==> src/rtl/compress42_mul_pipe.sv <==
// rtl/compress42_mul_pipe.sv - 3-stage pipelined WIDTH x WIDTH multiplier using a 4:2 compressor tree
// R1 holds partial products, R2 the two compressed rows, R3 the selected product half.
module compress42_mul_pipe #(
    parameter int WIDTH = 32,
    parameter int TAG_W = 5
) (
    input  logic             clk,
    input  logic             rst,
    input  logic             flush,
    input  logic             in_valid,
    output logic             in_ready,
    input  logic [1:0]       op,
    input  logic [WIDTH-1:0] a,
    input  logic [WIDTH-1:0] b,
    input  logic [TAG_W-1:0] tag,
    output logic             out_valid,
    input  logic             out_ready,
    output logic [WIDTH-1:0] result,
    output logic [TAG_W-1:0] out_tag,
    output logic             busy
);
    localparam int PW = 2 * WIDTH + 2;
    localparam int NR = WIDTH + 1;

    // Bit-sliced 4:2 compressor; the inter-slice carry ripples LSB->MSB and drops off the top.
    function automatic logic [2*PW-1:0] c42(input logic [PW-1:0] x0, x1, x2, x3);
        logic [PW-1:0] s, c;
        logic          cin, cout, s1;
        s   = '0;
        c   = '0;
        cin = 1'b0;
        for (int j = 0; j < PW; j++) begin
            s1   = x0[j] ^ x1[j] ^ x2[j];
            cout = (x0[j] & x1[j]) | (x0[j] & x2[j]) | (x1[j] & x2[j]);
            s[j] = s1 ^ x3[j] ^ cin;
            if (j + 1 < PW) c[j+1] = (s1 & x3[j]) | (s1 & cin) | (x3[j] & cin);
            cin = cout;
        end
        return {c, s};
    endfunction

    function automatic logic [2*PW-1:0] c32(input logic [PW-1:0] x0, x1, x2);
        logic [PW-1:0] s, c;
        s = x0 ^ x1 ^ x2;
        c = ((x0 & x1) | (x0 & x2) | (x1 & x2)) << 1;
        return {c, s};
    endfunction

    logic             v1_q, v2_q, v3_q, v1_d, v2_d, v3_d;
    logic             adv1, adv2, adv3;
    logic [PW-1:0]    pp_q [0:NR-1];
    logic [PW-1:0]    pp_d [0:NR-1];
    logic [1:0]       op1_q, op2_q;
    logic [TAG_W-1:0] tag1_q, tag2_q;
    logic [PW-1:0]    sum_q, carry_q, sum_d, carry_d;
    logic [WIDTH-1:0] result_q, result_d;
    logic [TAG_W-1:0] out_tag_q, out_tag_d;
    logic             a_sgn, b_sgn;
    logic [WIDTH:0]   b_ext;
    logic [PW-1:0]    a_sx, full;
    logic             unused_hi;

    assign adv3     = !v3_q || out_ready;
    assign adv2     = !v2_q || adv3;
    assign adv1     = !v1_q || adv2;
    assign in_ready = !flush && adv1;
    assign busy     = v1_q | v2_q | v3_q;

    assign out_valid = v3_q;
    assign result    = result_q;
    assign out_tag   = out_tag_q;

    assign a_sgn = (op == 2'b01) || (op == 2'b10);
    assign b_sgn = (op == 2'b01);
    assign a_sx  = {{(WIDTH + 2){a_sgn & a[WIDTH-1]}}, a};
    assign b_ext = {b_sgn & b[WIDTH-1], b};

    // The top multiplier bit carries negative weight, so its row is subtracted.
    always_comb begin
        for (int i = 0; i < WIDTH; i++) pp_d[i] = b_ext[i] ? (a_sx << i) : '0;
        pp_d[WIDTH] = b_ext[WIDTH] ? (~(a_sx << WIDTH) + PW'(1)) : '0;
    end

    always_comb begin
        logic [PW-1:0] t [0:NR-1];
        int cnt, ng, r, n;
        for (int i = 0; i < NR; i++) t[i] = pp_q[i];
        cnt = NR;
        ng  = 0;
        r   = 0;
        n   = 0;
        for (int lv = 0; lv < NR; lv++) begin
            if (cnt > 2) begin
                ng = cnt / 4;
                for (int g = 0; g < NR / 4; g++) begin
                    if (g < ng) {t[2*g+1], t[2*g]} = c42(t[4*g], t[4*g+1], t[4*g+2], t[4*g+3]);
                end
                r = cnt - 4 * ng;
                n = 2 * ng;
                if (r == 3) begin
                    {t[n+1], t[n]} = c32(t[4*ng], t[4*ng+1], t[4*ng+2]);
                    n = n + 2;
                end else if (r == 2) begin
                    t[n]   = t[4*ng];
                    t[n+1] = t[4*ng+1];
                    n = n + 2;
                end else if (r == 1) begin
                    t[n] = t[4*ng];
                    n = n + 1;
                end
                cnt = n;
            end
        end
        sum_d   = t[0];
        carry_d = t[1];
    end

    assign full      = sum_q + carry_q;
    assign unused_hi = ^full[PW-1:2*WIDTH];

    always_comb begin
        v1_d      = flush ? 1'b0 : (adv1 ? (in_valid && in_ready) : v1_q);
        v2_d      = flush ? 1'b0 : (adv2 ? v1_q : v2_q);
        v3_d      = flush ? 1'b0 : (adv3 ? v2_q : v3_q);
        result_d  = result_q;
        out_tag_d = out_tag_q;
        if (adv3 && v2_q) begin
            result_d  = (op2_q == 2'b00) ? full[WIDTH-1:0] : full[2*WIDTH-1:WIDTH];
            out_tag_d = tag2_q;
        end
    end

    always_ff @(posedge clk or posedge rst) begin
        if (rst) begin
            v1_q      <= 1'b0;
            v2_q      <= 1'b0;
            v3_q      <= 1'b0;
            result_q  <= '0;
            out_tag_q <= '0;
        end else begin
            v1_q      <= v1_d;
            v2_q      <= v2_d;
            v3_q      <= v3_d;
            result_q  <= result_d;
            out_tag_q <= out_tag_d;
        end
    end

    always_ff @(posedge clk) begin
        if (adv1) begin
            pp_q   <= pp_d;
            op1_q  <= op;
            tag1_q <= tag;
        end
        if (adv2) begin
            sum_q   <= sum_d;
            carry_q <= carry_d;
            op2_q   <= op1_q;
            tag2_q  <= tag1_q;
        end
    end
endmodule
==> config.mk <==
export PLATFORM = sky130hd
export DESIGN_NAME = compress42_mul_pipe
export DESIGN_NICKNAME = d
export VERILOG_FILES = /design/src/rtl/compress42_mul_pipe.sv
export SDC_FILE = /design/constraint.sdc
export NUM_CORES = 2
export LEC_CHECK = 0
export CAP_MARGIN = 20
export CELL_PAD_IN_SITES_DETAIL_PLACEMENT = 2
export CELL_PAD_IN_SITES_GLOBAL_PLACEMENT = 2
export CORE_MARGIN = 2
export CORE_UTILIZATION = 42
export DETAILED_ROUTE_END_ITERATION = 8
export PLACE_DENSITY_LB_ADDON = 0.1
export SLEW_MARGIN = 10
export SYNTH_ARGS = -nofsm -noshare
export SYNTH_HDL_FRONTEND = slang
export SYNTH_SLANG_ARGS = --single-unit --ignore-timing --ignore-initial --compat-mode --unroll-limit 50000
==> constraint.sdc <==
create_clock -name clk -period 36.2 [get_ports clk]
set_input_delay 7.24 -clock clk [delete_from_list [all_inputs] [get_ports clk]]
set_output_delay 7.24 -clock clk [all_outputs]
set_load 0.02 [all_outputs]
==> out/qor.txt <==
CP startpoint: out_ready
Synthesized area: 0.0766 mm2
Worst path arrival time: 9.08 ns
CTS Buf Count: 152
Die width: 431 um
Nets: 6910
Hold-critical path depth: 0
Register clock-pin slew on the reported worst setup and hold paths: 0.06 ns
RR Endpoint: sum_q[63]$_DFFE_PP_
Final period util: 45.1%
Post-synthesis instance total: 5515
Simple-gate share of the synthesized area: 10.5%
Area grow syn2layout: 11.1%
Multiplexer area fraction after synthesis: 0.0294%
Syn_area_per_cell: 13.9 um2
Chip Height: 431 um
Post-CTS setup buffers: 0
Residual DRC: 0
Worst Path Required: 28.96 ns
Register-to-register setup slack: 29.50 ns
PostCTS Resize Cnt: 0
Post-synthesis compound-gate area fraction: 2.09%
Ports: 116
Vias per inst: 5.01
R2r startpoint: pp_q[1104]$_SDFFCE_PN0N_
Vias in the first global route: 48800
Adder-Cell Fraction of Synth Area: 30.6%
Initial antenna violation count: 9
1st-iter DRT viols: 2240
Clock skew: 0.0239 ns
Worst Reg-to-Reg Cells: 15
Largest cells by area after synthesis: edfxtp_1 (48%), fa_1 (28%), and2_1 (8.6%)
CP Launch Type: input port
Post-layout util: 47.0%
# rows: 156
Post-Layout Inst Area: 0.0850 mm2
Slew @ Worst Pin: 1.24 ns
Setup TNS: 0 ns
TritonCTS clock tree: done
Crit Path Max Fanout: 7
Core Box Area: 0.181 mm2
Final HPWL DP: 146 mm
Effective utilization at floorplan: 42.3%
Port bufs: 115
Avg WL per Cell: 25.2 um
Ys Warns: 0
Post-DP Area: 0.0802 mm2
Post-synthesis cell type count: 70
Slew Limit Fails: 0
Register area share after synthesis: 49.2%
Status: completed
GRT Overall Usage: 22.9%
RSZ-0062 raised after global routing: no
Routed Antenna Nets: 0
Top-area cell type share of the netlist area: 47.9%
Clk sinks: 1260
Share of cells above drive strength 1: 5.62%
Hold Path Class: register to register
CTS Root Cell: clkbuf_16
Synth Register Bits: 1260
Final worst path period need: 16.32 ns
Largest family of logic cells by synthesized area: adder cells
Final WL: 204 mm
Max Root-Sink Buffers: 3
Yosys top cell by area: edfxtp_1
Async set-reset flop share out of synthesis: 3.17%
Total grt overflow: 0
Non-filler cells, final: 8099
Worst Setup End Kind: output port
Rel. slew slack: 17.3%
First-pass GRT wire length: 313 mm
Number of max-cap violations: 0
Largest net degree at the start of global routing: 184
Clk Latency, worst-skew pair: 0.79 ns
Number of synthesized flops with an enable pin: 1220
Syn nets: 6822
Finish-stage setup viols: 0
Via count of the routed design: 40600
Cells after DPL: 7819
Die area: 0.186 mm2
Final hold vios: 0
Synth Flop Type: edfxtp_1
GP Congestion: 0.804
Pre-antenna DRT Iters: 5
FMAX: 0.0613 GHz
XOR/XNOR share of the synthesized area: 0.950%
Endpoint, Worst Hold: op2_q[1]$_DFFE_PP_
Critical Setup Path Class: input port to output port
Hold Path Origin: op1_q[1]$_DFFE_PN_
Hold buffer count at cts: 0
H-tree levels: 4
cells in the mapped netlist, drive strengths merged, types with 9 or more instances:
| master | number |
|---|---|
| nor2b | 9 |
| a211oi | 12 |
| clkbuf | 248 |
| buf | 9 |
| a21oi | 84 |
| ha | 157 |
| xnor2 | 41 |
| nor2 | 95 |
| nand2 | 88 |
| fa | 1074 |
| a21o | 28 |
| or3 | 10 |
| xor2 | 42 |
| dfrtp | 40 |
| edfxtp | 1220 |
| o21ai | 55 |
| nand4 | 19 |
| nor3 | 21 |
| a31oi | 10 |
| and2 | 1059 |
| and3 | 10 |
| inv | 1069 |
| nand3 | 14 |
layout make-up:
type	instances	area (um2)
fillers	17100	95900
flip-flops and latches	1260	37600
multi-input cells	2927	33900
clock buffers	207	4210
inverters	1069	4010
well taps	2370	2970
repair buffers	193	1710
clock inverters	69	599
diodes	4	10.0
how the worst max path moves through the flow:
stage	end	cells past startpoint	slack [ns]
after floorplan	op1_q[0]$_DFFE_PN_	2	8.43
after global placement	in_ready	4	20.01
after detailed placement	in_ready	4	19.95
after CTS	in_ready	4	19.85
after global routing	in_ready	4	19.80
final	in_ready	4	19.88
critical path, stage by stage:
cell             delay [ns]
clkdlybuf4s50_1        0.41
nor2b_1                0.60
a31oi_1                0.22
clkdlybuf4s50_1        0.61
per-layer routing:
metal | GRT usage, % | vias up | share of wire, %
met5 | 0 | - | 0
met1 | 29.4 | 22400 | 42
met3 | 2.59 | 214 | 2.8
met2 | 41.6 | 535 | 53
met4 | 5.26 | 0 | 2.0
li1 | - | 17500 | -
placed cells by master, fill, tap and decap left out, types with 6 or more instances in the layout:
cell type,instances
o21bai_1,7
clkbuf_1,45
a211oi_1,12
clkinv_1,27
nand2b_1,6
nor2_1,94
nor4_1,6
ha_1,157
clkdlybuf4s50_1,99
and2_1,1057
nand3_1,13
buf_2,16
a31oi_1,10
clkbuf_16,161
nand2_1,87
edfxtp_1,1220
clkinv_2,19
nand4_1,19
o21ai_0,55
a21o_1,28
fa_1,1074
xor2_1,42
o31ai_1,7
xnor2_1,41
and3_1,10
dfrtp_1,40
a21oi_1,84
o21a_1,7
inv_1,1068
buf_4,74
bufinv_16,9
nor3_1,20
or3_1,8
a21boi_0,7
nor2b_1,7
per-stage QoR:
step	hold slack [ns]	setup slack [ns]
floorplan	0.400	8.43
global placement	0.402	20.01
detailed placement	0.416	19.95
CTS	0.423	19.85
global route	0.426	19.80
finish	0.424	19.88
flip-flops by register name, summed over array words and instances (netlist names):
register	count
v2_q	1
op1_q	2
sum_q	64
carry_q	54
op2_q	2
tag1_q	5
v1_q	1
result	32
pp_q	1088
out_tag	5
tag2_q	5
out_valid	1
logic make-up (layout without fill, tap and decap cells):
kind of cell,count (synthesis),count (layout)
simple gates,1355,1355
buf+inv,1328,1538
flops,1260,1260
fa+ha+maj,1231,1231
compound gates,256,256
xor+xnor,83,83
mux,2,2
other cells,0,4
Power is not shown: default switching activity piles up to over one toggle a cycle in this logic, so the estimate is an artifact.
